**config.mk**
```make
export PLATFORM = sky130hd
export DESIGN_NAME = line_rd_ctrl_flat
export DESIGN_NICKNAME = d
export VERILOG_FILES = /design/src/rtl/line_rd_ctrl_pkg.sv /design/src/rtl/line_rd_ctrl_if.sv /design/src/rtl/line_rd_ctrl_mux.sv /design/src/rtl/line_rd_ctrl.sv /design/src/flat_wrapper.sv
export SDC_FILE = /design/constraint.sdc
export NUM_CORES = 1
export LEC_CHECK = 0
export CAP_MARGIN = 20
export CORE_ASPECT_RATIO = 1.4
export CORE_UTILIZATION = 40
export DETAILED_ROUTE_END_ITERATION = 6
export GPL_TIMING_DRIVEN = 0
export PLACE_DENSITY = 0.8
export SLEW_MARGIN = 0
export SYNTH_ARGS = -nofsm -noshare
export SYNTH_HDL_FRONTEND = slang
export SYNTH_SLANG_ARGS = --single-unit
```
**constraint.sdc**
```tcl
create_clock -name clk_i -period 2.2 [get_ports clk_i]
set_clock_uncertainty 0.15 [all_clocks]
set_input_delay 0.33 -clock clk_i [delete_from_list [all_inputs] [get_ports clk_i]]
set_output_delay 0.33 -clock clk_i [all_outputs]
set_load 0.02 [all_outputs]
```
**src/rtl/line_rd_ctrl_pkg.sv**
```systemverilog
// Shared types and sizing helpers for the line-buffer read controller.
package line_rd_pkg;

    typedef enum logic [1:0] {
        ST_WAIT = 2'd0,
        ST_POP  = 2'd1,
        ST_READ = 2'd2
    } rd_state_e;

    // Width of an index/counter covering n states; never narrower than 1 bit.
    function automatic int unsigned width_of(input int unsigned n);
        return (n > 1) ? $clog2(n) : 1;
    endfunction

    // Read cycles allowed before a line is declared stuck.
    function automatic int unsigned wd_limit(input int unsigned max_line,
                                             input int unsigned px_per_clk,
                                             input int unsigned slack);
        return (max_line + px_per_clk - 1) / px_per_clk + slack;
    endfunction

    localparam int unsigned WD_LIMIT_DFLT = wd_limit(1936, 4, 8);

endpackage

```
**src/rtl/line_rd_ctrl_if.sv**
```systemverilog
// Buffer-side and stream-side signal bundle for line_rd_ctrl.
interface line_rd_ctrl_if #(
    parameter int unsigned PX_WIDTH   = 12,
    parameter int unsigned PX_PER_CLK = 4,
    parameter int unsigned BUF_CNT    = 2,
    parameter int unsigned MAX_LINES  = 1096
);
    import line_rd_pkg::*;

    localparam int unsigned SEL_W = width_of(BUF_CNT);
    localparam int unsigned CNT_W = width_of(MAX_LINES + 1);

    logic                                              line_ready_i;
    logic [BUF_CNT-1:0]                                buf_empty_i;
    logic [BUF_CNT-1:0]                                buf_unread_i;
    logic [BUF_CNT-1:0][PX_PER_CLK-1:0][PX_WIDTH-1:0] buf_px_data_i;
    logic [BUF_CNT-1:0][PX_PER_CLK-1:0]                buf_px_data_val_i;
    logic [BUF_CNT-1:0]                                buf_line_end_i;
    logic [BUF_CNT-1:0]                                buf_frame_start_i;
    logic [BUF_CNT-1:0]                                buf_frame_end_i;

    logic [BUF_CNT-1:0]                                pop_line_o;
    logic [PX_PER_CLK-1:0][PX_WIDTH-1:0]               px_data_o;
    logic [PX_PER_CLK-1:0]                             px_data_val_o;
    logic                                              line_start_o;
    logic                                              line_end_o;
    logic                                              frame_start_o;
    logic                                              frame_end_o;
    logic [SEL_W-1:0]                                  rd_sel_o;
    logic [CNT_W-1:0]                                  line_cnt_o;
    logic                                              timeout_o;

    modport slave (
        input  line_ready_i, buf_empty_i, buf_unread_i, buf_px_data_i,
               buf_px_data_val_i, buf_line_end_i, buf_frame_start_i, buf_frame_end_i,
        output pop_line_o, px_data_o, px_data_val_o, line_start_o, line_end_o,
               frame_start_o, frame_end_o, rd_sel_o, line_cnt_o, timeout_o
    );

    modport master (
        output line_ready_i, buf_empty_i, buf_unread_i, buf_px_data_i,
               buf_px_data_val_i, buf_line_end_i, buf_frame_start_i, buf_frame_end_i,
        input  pop_line_o, px_data_o, px_data_val_o, line_start_o, line_end_o,
               frame_start_o, frame_end_o, rd_sel_o, line_cnt_o, timeout_o
    );

endinterface

```
**src/rtl/line_rd_ctrl_mux.sv**
```systemverilog
// Registered BUF_CNT:1 mux of the pixel/valid/framing bundle; zero outside the read window.
module line_rd_mux
    import line_rd_pkg::*;
#(
    parameter int unsigned PX_WIDTH   = 12,
    parameter int unsigned PX_PER_CLK = 4,
    parameter int unsigned BUF_CNT    = 2
) (
    input  logic                                              clk_i,
    input  logic                                              rst_n_i,
    input  logic                                              i_en,
    input  logic [width_of(BUF_CNT)-1:0]                      i_sel,
    input  logic [BUF_CNT-1:0][PX_PER_CLK-1:0][PX_WIDTH-1:0] i_px_data,
    input  logic [BUF_CNT-1:0][PX_PER_CLK-1:0]                i_px_val,
    input  logic [BUF_CNT-1:0]                                i_line_end,
    input  logic [BUF_CNT-1:0]                                i_frame_start,
    input  logic [BUF_CNT-1:0]                                i_frame_end,
    output logic [PX_PER_CLK-1:0][PX_WIDTH-1:0]               o_px_data,
    output logic [PX_PER_CLK-1:0]                             o_px_val,
    output logic                                              o_line_end,
    output logic                                              o_frame_start,
    output logic                                              o_frame_end
);

    logic [PX_PER_CLK-1:0][PX_WIDTH-1:0] r_px_data;
    logic [PX_PER_CLK-1:0]               r_px_val;
    logic                                r_line_end;
    logic                                r_frame_start;
    logic                                r_frame_end;

    always_ff @(posedge clk_i or negedge rst_n_i) begin
        if (!rst_n_i) begin
            r_px_data     <= '0;
            r_px_val      <= '0;
            r_line_end    <= 1'b0;
            r_frame_start <= 1'b0;
            r_frame_end   <= 1'b0;
        end else if (i_en) begin
            r_px_data     <= i_px_data[i_sel];
            r_px_val      <= i_px_val[i_sel];
            r_line_end    <= i_line_end[i_sel];
            r_frame_start <= i_frame_start[i_sel];
            r_frame_end   <= i_frame_end[i_sel];
        end else begin
            r_px_data     <= '0;
            r_px_val      <= '0;
            r_line_end    <= 1'b0;
            r_frame_start <= 1'b0;
            r_frame_end   <= 1'b0;
        end
    end

    assign o_px_data     = r_px_data;
    assign o_px_val      = r_px_val;
    assign o_line_end    = r_line_end;
    assign o_frame_start = r_frame_start;
    assign o_frame_end   = r_frame_end;

endmodule

```
**src/rtl/line_rd_ctrl.sv**
```systemverilog
// Reader-side controller for a ring of line buffers: strict ring-order pops,
// registered output stream, per-frame line count and sticky read-timeout.
module line_rd_ctrl
    import line_rd_pkg::*;
#(
    parameter int unsigned PX_WIDTH      = 12,
    parameter int unsigned PX_PER_CLK    = 4,
    parameter int unsigned MAX_LINE_SIZE = 1936,
    parameter int unsigned BUF_CNT       = 2,
    parameter int unsigned MAX_LINES     = 1096,
    parameter int unsigned TIMEOUT_SLACK = 8
) (
    input  logic           clk_i,
    input  logic           rst_n_i,
    line_rd_ctrl_if.slave  bus
);

    localparam int unsigned SEL_W    = width_of(BUF_CNT);
    localparam int unsigned CNT_W    = width_of(MAX_LINES + 1);
    localparam int unsigned WD_LIMIT = wd_limit(MAX_LINE_SIZE, PX_PER_CLK, TIMEOUT_SLACK);
    localparam int unsigned WD_W     = width_of(WD_LIMIT + 1);

    rd_state_e          r_state, w_state_nxt;
    logic [SEL_W-1:0]   r_rd_sel, w_sel_nxt, w_sel_inc;
    logic [WD_W-1:0]    r_wd, w_wd_nxt, w_wd_inc;
    logic               r_timeout, w_timeout_nxt;
    logic [BUF_CNT-1:0] r_pop, w_pop_nxt;
    logic               r_ls_pend, w_ls_pend_nxt;
    logic               r_line_start;
    logic [CNT_W-1:0]   r_line_cnt;
    logic               r_eof_d;

    logic                                w_rd_en;
    logic                                w_any_val;
    logic                                w_ls_fire;
    logic [PX_PER_CLK-1:0][PX_WIDTH-1:0] w_px_data;
    logic [PX_PER_CLK-1:0]               w_px_val;
    logic                                w_line_end;
    logic                                w_frame_start;
    logic                                w_frame_end;

    assign w_rd_en   = (r_state == ST_READ);
    assign w_any_val = |bus.buf_px_data_val_i[r_rd_sel];
    assign w_ls_fire = w_rd_en && r_ls_pend && w_any_val;
    assign w_sel_inc = (r_rd_sel == SEL_W'(BUF_CNT - 1)) ? '0 : r_rd_sel + 1'b1;
    assign w_wd_inc  = r_wd + 1'b1;

    always_ff @(posedge clk_i or negedge rst_n_i) begin
        if (!rst_n_i) begin
            r_state      <= ST_WAIT;
            r_rd_sel     <= '0;
            r_wd         <= '0;
            r_timeout    <= 1'b0;
            r_pop        <= '0;
            r_ls_pend    <= 1'b0;
            r_line_start <= 1'b0;
        end else begin
            r_state      <= w_state_nxt;
            r_rd_sel     <= w_sel_nxt;
            r_wd         <= w_wd_nxt;
            r_timeout    <= w_timeout_nxt;
            r_pop        <= w_pop_nxt;
            r_ls_pend    <= w_ls_pend_nxt;
            r_line_start <= w_ls_fire;
        end
    end

    // The pop pulse is registered on the WAIT->POP transition so it is high exactly while in POP.
    always_comb begin
        w_state_nxt   = r_state;
        w_sel_nxt     = r_rd_sel;
        w_wd_nxt      = r_wd;
        w_timeout_nxt = r_timeout;
        w_pop_nxt     = '0;
        w_ls_pend_nxt = r_ls_pend;
        case (r_state)
            ST_WAIT: begin
                if (bus.buf_unread_i[r_rd_sel] && !bus.buf_empty_i[r_rd_sel] && bus.line_ready_i) begin
                    w_state_nxt          = ST_POP;
                    w_pop_nxt[r_rd_sel]  = 1'b1;
                end
            end
            ST_POP: begin
                w_wd_nxt      = '0;
                w_ls_pend_nxt = 1'b1;
                w_state_nxt   = ST_READ;
            end
            ST_READ: begin
                w_wd_nxt = w_wd_inc;
                if (w_any_val) begin
                    w_ls_pend_nxt = 1'b0;
                end
                if (bus.buf_line_end_i[r_rd_sel]) begin
                    w_state_nxt = ST_WAIT;
                    w_sel_nxt   = w_sel_inc;
                end else if (w_wd_inc == WD_W'(WD_LIMIT)) begin
                    w_timeout_nxt = 1'b1;
                    w_state_nxt   = ST_WAIT;
                    w_sel_nxt     = w_sel_inc;
                end
            end
            default: w_state_nxt = ST_WAIT;
        endcase
    end

    line_rd_mux #(
        .PX_WIDTH   (PX_WIDTH),
        .PX_PER_CLK (PX_PER_CLK),
        .BUF_CNT    (BUF_CNT)
    ) u_mux (
        .clk_i         (clk_i),
        .rst_n_i       (rst_n_i),
        .i_en          (w_rd_en),
        .i_sel         (r_rd_sel),
        .i_px_data     (bus.buf_px_data_i),
        .i_px_val      (bus.buf_px_data_val_i),
        .i_line_end    (bus.buf_line_end_i),
        .i_frame_start (bus.buf_frame_start_i),
        .i_frame_end   (bus.buf_frame_end_i),
        .o_px_data     (w_px_data),
        .o_px_val      (w_px_val),
        .o_line_end    (w_line_end),
        .o_frame_start (w_frame_start),
        .o_frame_end   (w_frame_end)
    );

    // EOF clears the count one cycle after it is seen, so the final line of a frame is still counted.
    always_ff @(posedge clk_i or negedge rst_n_i) begin
        if (!rst_n_i) begin
            r_line_cnt <= '0;
            r_eof_d    <= 1'b0;
        end else begin
            r_eof_d <= w_frame_end;
            if (r_eof_d) begin
                r_line_cnt <= '0;
            end else if (w_frame_start && (r_line_cnt != '0)) begin
                r_line_cnt <= '0;
            end else if (w_line_end && (r_line_cnt != CNT_W'(MAX_LINES))) begin
                r_line_cnt <= r_line_cnt + 1'b1;
            end
        end
    end

    assign bus.pop_line_o    = r_pop;
    assign bus.px_data_o     = w_px_data;
    assign bus.px_data_val_o = w_px_val;
    assign bus.line_start_o  = r_line_start;
    assign bus.line_end_o    = w_line_end;
    assign bus.frame_start_o = w_frame_start;
    assign bus.frame_end_o   = w_frame_end;
    assign bus.rd_sel_o      = r_rd_sel;
    assign bus.line_cnt_o    = r_line_cnt;
    assign bus.timeout_o     = r_timeout;

endmodule

```
**src/flat_wrapper.sv**
```systemverilog
// flat-port wrapper written by rule: the top's interface ports become plain ports
module line_rd_ctrl_flat import line_rd_pkg::*;
#(
    parameter int unsigned PX_WIDTH      = 12,
    parameter int unsigned PX_PER_CLK    = 4,
    parameter int unsigned MAX_LINE_SIZE = 1936,
    parameter int unsigned BUF_CNT       = 2,
    parameter int unsigned MAX_LINES     = 1096,
    parameter int unsigned TIMEOUT_SLACK = 8
)
  (clk_i, rst_n_i, bus_line_ready_i, bus_buf_empty_i, bus_buf_unread_i, bus_buf_px_data_i, bus_buf_px_data_val_i, bus_buf_line_end_i, bus_buf_frame_start_i, bus_buf_frame_end_i, bus_pop_line_o, bus_px_data_o, bus_px_data_val_o, bus_line_start_o, bus_line_end_o, bus_frame_start_o, bus_frame_end_o, bus_rd_sel_o, bus_line_cnt_o, bus_timeout_o);
  line_rd_ctrl_if #(.PX_WIDTH(PX_WIDTH), .PX_PER_CLK(PX_PER_CLK), .BUF_CNT(BUF_CNT), .MAX_LINES(MAX_LINES)) bus_i ();
  input  logic clk_i;
  input  logic rst_n_i;
  input wire logic [$bits(bus_i.line_ready_i)-1:0] bus_line_ready_i;
  input wire logic [$bits(bus_i.buf_empty_i)-1:0] bus_buf_empty_i;
  input wire logic [$bits(bus_i.buf_unread_i)-1:0] bus_buf_unread_i;
  input wire logic [$bits(bus_i.buf_px_data_i)-1:0] bus_buf_px_data_i;
  input wire logic [$bits(bus_i.buf_px_data_val_i)-1:0] bus_buf_px_data_val_i;
  input wire logic [$bits(bus_i.buf_line_end_i)-1:0] bus_buf_line_end_i;
  input wire logic [$bits(bus_i.buf_frame_start_i)-1:0] bus_buf_frame_start_i;
  input wire logic [$bits(bus_i.buf_frame_end_i)-1:0] bus_buf_frame_end_i;
  output wire logic [$bits(bus_i.pop_line_o)-1:0] bus_pop_line_o;
  output wire logic [$bits(bus_i.px_data_o)-1:0] bus_px_data_o;
  output wire logic [$bits(bus_i.px_data_val_o)-1:0] bus_px_data_val_o;
  output wire logic [$bits(bus_i.line_start_o)-1:0] bus_line_start_o;
  output wire logic [$bits(bus_i.line_end_o)-1:0] bus_line_end_o;
  output wire logic [$bits(bus_i.frame_start_o)-1:0] bus_frame_start_o;
  output wire logic [$bits(bus_i.frame_end_o)-1:0] bus_frame_end_o;
  output wire logic [$bits(bus_i.rd_sel_o)-1:0] bus_rd_sel_o;
  output wire logic [$bits(bus_i.line_cnt_o)-1:0] bus_line_cnt_o;
  output wire logic [$bits(bus_i.timeout_o)-1:0] bus_timeout_o;
  assign bus_i.line_ready_i = bus_line_ready_i;
  assign bus_i.buf_empty_i = bus_buf_empty_i;
  assign bus_i.buf_unread_i = bus_buf_unread_i;
  assign bus_i.buf_px_data_i = bus_buf_px_data_i;
  assign bus_i.buf_px_data_val_i = bus_buf_px_data_val_i;
  assign bus_i.buf_line_end_i = bus_buf_line_end_i;
  assign bus_i.buf_frame_start_i = bus_buf_frame_start_i;
  assign bus_i.buf_frame_end_i = bus_buf_frame_end_i;
  assign bus_pop_line_o = bus_i.pop_line_o;
  assign bus_px_data_o = bus_i.px_data_o;
  assign bus_px_data_val_o = bus_i.px_data_val_o;
  assign bus_line_start_o = bus_i.line_start_o;
  assign bus_line_end_o = bus_i.line_end_o;
  assign bus_frame_start_o = bus_i.frame_start_o;
  assign bus_frame_end_o = bus_i.frame_end_o;
  assign bus_rd_sel_o = bus_i.rd_sel_o;
  assign bus_line_cnt_o = bus_i.line_cnt_o;
  assign bus_timeout_o = bus_i.timeout_o;
  line_rd_ctrl #(.PX_WIDTH(PX_WIDTH), .PX_PER_CLK(PX_PER_CLK), .MAX_LINE_SIZE(MAX_LINE_SIZE), .BUF_CNT(BUF_CNT), .MAX_LINES(MAX_LINES), .TIMEOUT_SLACK(TIMEOUT_SLACK)) u_core (.clk_i(clk_i), .rst_n_i(rst_n_i), .bus(bus_i));
endmodule
```
**Yosys cells after proc, flatten, opt, wreduce, memory -nomap -nowiden**

Index checks and enable logic that the tools add are counted.

- Register bits: 84
- Bits in latches: 0
- Bits in writable memories: 0
- ROM bits: 0
- Bits of input ports: 117
- Output and inout bits: 71
- Logic and storage cells: 84
- Memories: 0

- Add/sub/neg operators: 3
- Multipliers: 0
- Div/mod/pow operators: 0
- Order comparisons: 2
- Equality and inequality tests: 7
- Shifts and indexed selects: 0
- Mux-type cells: 36
- Bitwise operators: 1
- Reduce and logical (&&, ||, !) cells: 18

Operator list:

| kind | number |
|---|---|
| 2-to-1 mux 48 bit | 3 |
| 2-to-1 mux 11 bit | 3 |
| 2-to-1 mux 1 bit | 18 |
| case mux 9 bit (2 select lines) | 1 |
| 2-to-1 mux 4 bit | 3 |
| adder 11 x 1 -> 11 bit (second input constant) | 1 |
| != test 11 bit (second input constant) | 1 |
| nonzero test 11 bit | 1 |
| 2-to-1 mux 2 bit | 5 |
| adder 9 x 1 -> 9 bit (second input constant) | 1 |
| equality test 9 bit (second input constant) | 1 |
| logical AND 1 bit | 7 |
| case mux 2 bit (3 select lines) | 1 |
| AND reduction 2 bit | 3 |
| nonzero test 2 bit | 2 |
| OR reduction 4 bit | 1 |
| != test 3 bit (second input constant) | 1 |
| AND reduction 3 bit | 1 |
| nonzero test 3 bit | 1 |
| equality test 2 x 1 -> 1 bit (second input constant) | 1 |
| equality test 2 bit (second input constant) | 1 |
| logical NOT 2 bit | 1 |
| less-than comparator 1 x 2 -> 1 bit (second input constant) | 1 |
| != test 2 x 1 -> 1 bit (second input constant) | 1 |
| 7 further kinds | 7 |

**Depth between registers and ports, before layout**

- Depth in word-level cells: 7
- Mapped depth: 7
- Mapped depth without buffers: 6

**By module**

From an unflattened synthesis, not the netlist that was laid out.

- Cells, all modules: 329
- Area, all modules: 3952.5 um^2

Modules (own cells, without submodules):

| module | times used | cells each | area each (um^2) | sequential area each (um^2) |
|---|---|---|---|---|
| line_rd_mux | 1 | 177 | 2406.1 | 1376.3 |
| line_rd_ctrl | 1 | 152 | 1546.5 | 725.7 |

**Worst setup path after synthesis**

Ideal clock, no wire load.

- Path kind: reg-to-reg
- Start point: register u_core.r_line_cnt[0], in the netlist u_core.bus.line_cnt_o[0]
- End point: register u_core.r_line_cnt[2], in the netlist u_core.bus.line_cnt_o[2]
- Setup time: 0.077 ns
- Data arrival time: 1.426 ns
- Required time: 1.973 ns
- Path slack: 0.546 ns
- Cell stages (with the launch flop): 6
- Buffers on the path: 0
- Clock period less this slack: 1.654 ns
- Path through: dfrtp_1 inv_1 ha_1 a41o_1 or3_1 a21oi_1

- Longest elaborated chain between the ends: 4
- Elaborated cells on any way between the ends: 9
- Classes of those cells: add/sub (1); eq/ne (1); mux (3); reduce/logical (4)

Ends and longest elaborated chain:

| element | line | RTL |
|---|---|---|
| start: declaration | line_rd_ctrl.sv:30 | `logic [CNT_W-1:0] r_line_cnt;` |
| start signal: assignment | line_rd_ctrl.sv:139 | `r_line_cnt <= r_line_cnt + 1'b1;` |
| adder 11 x 1 -> 11 bit / nonzero test 11 bit (equally long branches) | line_rd_ctrl.sv:139, line_rd_ctrl.sv:136 |  |
| 2-to-1 mux 11 bit / logical AND 1 bit (equally long branches) | line_rd_ctrl.sv:138, line_rd_ctrl.sv:136 |  |
| 2-to-1 mux 11 bit | line_rd_ctrl.sv:136 | `end else if (w_frame_start && (r_line_cnt != '0)) begin` |
| 2-to-1 mux 11 bit | line_rd_ctrl.sv:134 | `if (r_eof_d) begin` |

Parallel ways exist; a longest one is shown, timed or not. The select of a mux whose other input is x is not followed.
A chain may end at the register's enable or synchronous reset.

**Final worst setup path**

- Start point: register u_core.r_state[0]
- End point: register u_core.u_mux.r_px_data (netlist bit u_core.u_mux.o_px_data[22])

- Longest elaborated chain between the ends: 2

Ends and longest elaborated chain:

| element | line | RTL |
|---|---|---|
| start: declaration | line_rd_ctrl.sv:23 | `rd_state_e r_state, w_state_nxt;` |
| start signal: assignment | line_rd_ctrl.sv:58 | `r_state <= w_state_nxt;` |
| equality test 2 bit | line_rd_ctrl.sv:42 | `assign w_rd_en = (r_state == ST_READ);` |
| 2-to-1 mux 48 bit | line_rd_ctrl_mux.sv:38 | `end else if (i_en) begin` |
| end signal: assignment | line_rd_ctrl_mux.sv:39 | `r_px_data <= i_px_data[i_sel];` |
| end: declaration | line_rd_ctrl_mux.sv:25 | `logic [PX_PER_CLK-1:0][PX_WIDTH-1:0] r_px_data;` |

No other way between the ends.

==> flow_metrics.tcl <==
set metrics [dict create \
    reg2reg_slack_ns 0.24 \
    syn_avg_cell_area_um2 10.9 \
    die_h_um 117 \
    r2r_end "u_core.u_mux.o_px_data[22]$_DFF_PN0_" \
    grt_pass1_vias 3384 \
    grt_start_max_net_pins 74 \
    antenna_found_initial 0 \
    synth_edf_count 0 \
    hold_class "reg -> reg" \
    finalNetCount 667 \
    synth_area_um2 3750 \
    drive_gt1_share_pct 6.03 \
    drt-total-wl_um 10700 \
    setup-violations-final 0 \
    syn_inst 344 \
    design.die.area_um2 9780 \
    failed_checks "DRC" \
    finalInstanceArea_um2 6070 \
    slew_headroom_pct 68.7 \
    drc 36 \
    io_buffers 187 \
    p_per_area_nw_per_um2 968 \
    clockRootBuffer "clkbuf_16" \
    ys.flop_type "dfrtp_1" \
    clock_latency_ns 0.33 \
    hold_viol_final 0 \
    synth_area_leader_cell "dfrtp_1" \
    dr.pass1.iters 7 \
    arrival_ns 2.01 \
    clk_pin_slew_ns 0.06 \
    start_util_pct 41.3 \
    hold_slack_ns 0.226 \
    timing.rr.start "u_core.r_state[0]$_DFFE_PN0P_" \
    viasPerCell 5.00 \
    post_cts_buffers 0 \
    clockBufferDepth 2 \
    cts_tree "built" \
    syn2layout_area_growth_pct 61.8 \
    drt_iter0_drc 201 \
    clkSinkCount 84 \
    worstPathMaxFanout 10 \
    reg2reg_depth 6 \
    async_flop_share_pct 100 \
    ys_warn_count 0 \
    grt_pass1_wl_um 17000 \
    netlist_top_cells_area "dfrtp_1 56%, mux2i_1 15%, nor2_1 7.2%" \
    synth-seq-area-share_pct 56.0 \
    gp_congestion 0.848 \
    end_kind "flip-flop" \
    min_path_cells 0 \
    cp.required_ns 2.25 \
    power_leakage_nw 2.79 \
    dp_hpwl_um 8150 \
    critPathKind "reg -> reg" \
    ys_ff_latch 84 \
    fill_cells 701 \
    htreeDepth 3 \
    vias 3273 \
    syn-num-nets 467 \
    hold_start "u_core.u_mux.o_frame_end$_DFF_PN0_" \
    crit_path_start "u_core.r_state[0]$_DFFE_PN0P_" \
    hold_path_end "u_core.r_eof_d$_DFF_PN0_" \
    rsz0062_at_grt "no" \
    maxCapViolations 0 \
    fin_crit_sh_pct 89.0 \
    grtUsageTotal_pct 23.0 \
    io_pins 188 \
    coreArea_um2 9080 \
    ant_nets 0 \
    ir_drop_mv 0.585 \
    cts_made_buffers 9 \
    yosys.area.top_type_share_pct 56.0 \
    period_needed_ns 1.96 \
    die_w_um 83.9 \
    seq_area_um2 2100 \
    outcome "finished, violations left" \
    diodes 0 \
    grt_overflow 0 \
    rows 41 \
    placed_area_um2 5780 \
    wl_per_cell_um 16.3 \
    multi_input_area_um2 1500 \
    fmaxAchievable_mhz 510 \
    synthDistinctLibCells 43 \
    worstMarginPinSlew_ns 0.470 \
    slew_viol_final 0 \
    worst_setup_path_start_kind "flip-flop" \
]
==> final cells by class <==
| cell class | instances | area share [%] |
|---|---|---|
| sequential | 84 | 34.6 |
| timing repair buffer | 189 | 31.4 |
| multi-input combinational | 224 | 24.7 |
| clock buffer | 12 | 4.39 |
| tap | 107 | 2.20 |
| buffer | 17 | 1.38 |
| inverter | 19 | 1.17 |
| clock inverter | 2 | 0.165 |
==> per-layer routing <==
layer / vias up / routed length [um] / GRT usage [%]
met4: 0 / 336 / 13.0
met3: 27 / 696 / 4.66
met5: - / 0 / 0
met2: 124 / 5680 / 41.5
li1: 1560 / - / -
met1: 1562 / 3950 / 25.3
==> placed cells by master, fill, tap and decap left out, types with 2 or more instances in the layout <==
| cell | n |
|---|---|
| clkbuf_8 | 3 |
| o21ai_0 | 12 |
| clkdlybuf4s50_1 | 186 |
| a21oi_1 | 4 |
| clkinv_2 | 2 |
| clkbuf_1 | 6 |
| inv_1 | 18 |
| o211ai_1 | 2 |
| xnor2_1 | 3 |
| nor4_2 | 2 |
| nand2_1 | 11 |
| mux2i_1 | 58 |
| buf_2 | 5 |
| ha_1 | 6 |
| xor2_1 | 7 |
| o22ai_1 | 3 |
| nand4_1 | 5 |
| o21ai_1 | 2 |
| clkbuf_16 | 9 |
| nor3b_1 | 2 |
| and4_1 | 3 |
| dfrtp_1 | 84 |
| buf_4 | 4 |
| nand2b_1 | 2 |
| o21a_1 | 2 |
| clkbuf_2 | 2 |
| nand3_1 | 9 |
| nor2_1 | 72 |
| nor3_1 | 2 |
==> registers in the layout (all words and copies together) (netlist names) <==
name and cells:
u_core.bus.timeout_o 1, u_core.bus.line_start_o 1, u_core.r_ls_pend 1, u_core.u_mux.o_line_end 1
u_core.r_eof_d 1, u_core.r_wd 9, u_core.bus.rd_sel_o 1, u_core.u_mux.o_frame_end 1
u_core.r_state 2, u_core.bus.line_cnt_o 11, u_core.u_mux.o_frame_start 1, u_core.u_mux.o_px_val 4
u_core.bus.pop_line_o 2, u_core.u_mux.o_px_data 48
==> synth_stat cells (all sizes together) (4+ instances only) <==
library cell / number
dfrtp: 84
nand2: 11
a21oi: 4
clkbuf: 8
mux2i: 58
nand4: 5
xor2: 7
buf: 9
ha: 6
inv: 19
nand3: 10
nor2: 72
o21ai: 15
==> stage by stage <==
step | utilization [%] | instances | TNS (ns) | worst slack (ns) | total power, W
after floorplan | - | 344 | 0 | 0.546 | 0.00345
after global placement | 63.4 | 638 | -188.98 | -2.25 | 0.00443
after detailed placement | 63.7 | 639 | 0 | 0.163 | 0.00451
after CTS | 66.8 | 654 | 0 | 0.146 | 0.00593
after global routing | 66.9 | 654 | 0 | 0.0288 | 0.00620
final | 66.9 | 654 | 0 | 0.241 | 0.00588
==> cells by family (layout without fill, tap and decap cells) <==
| kind of cell | count (synthesis) | count (layout) | share of synthesized area [%] |
|---|---|---|---|
| and+or+nand+nor | 117 | 117 | 14.6 |
| DFF | 84 | 84 | 56.0 |
| muxes | 58 | 58 | 15.5 |
| buffers and inverters | 36 | 239 | 4.07 |
| AOI/OAI and AO/OA | 33 | 33 | 5.50 |
| xor gates and xnor gates | 10 | 10 | 2.33 |
| adders and majority gates | 6 | 6 | 2.00 |
==> worst max path at each step <==
stage                                                 endpoint  slack [ns]  cells after the start
after floorplan           u_core.bus.line_cnt_o[2]$_DFFE_PN0P_        0.55                      5
after global placement     u_core.u_mux.o_px_data[9]$_DFF_PN0_       -2.25                      1
after detailed placement  u_core.u_mux.o_px_data[38]$_DFF_PN0_        0.16                      6
after CTS                 u_core.u_mux.o_px_data[38]$_DFF_PN0_        0.15                      6
after global routing      u_core.u_mux.o_px_data[27]$_DFF_PN0_        0.03                      6
final                     u_core.u_mux.o_px_data[22]$_DFF_PN0_        0.24                      6
==> where the power goes <==
part / total, W / internal [W] / switching [W]
registers: 0.00193 / 0.00181 / 0.000114
logic: 0.00255 / 0.00117 / 0.00138
clock network: 0.00140 / 0.000840 / 0.000563
==> what timing repair did <==
action / 4_1_cts / 5_1_grt
gates resized for setup: 0 / 4
hold endpoints to repair: 11 / 0
setup endpoints to repair: 0 / 18
hold buffers: 1 / 0
==> critical path: stages (launching register included) <==
cell,delay (ns)
dfrtp_1,0.35
inv_1,0.08
ha_1,0.24
inv_1,0.12
clkbuf_1,0.38
buf_1,0.39
nor2_1,0.11
Note: power is estimated with default switching activity, not from simulation.
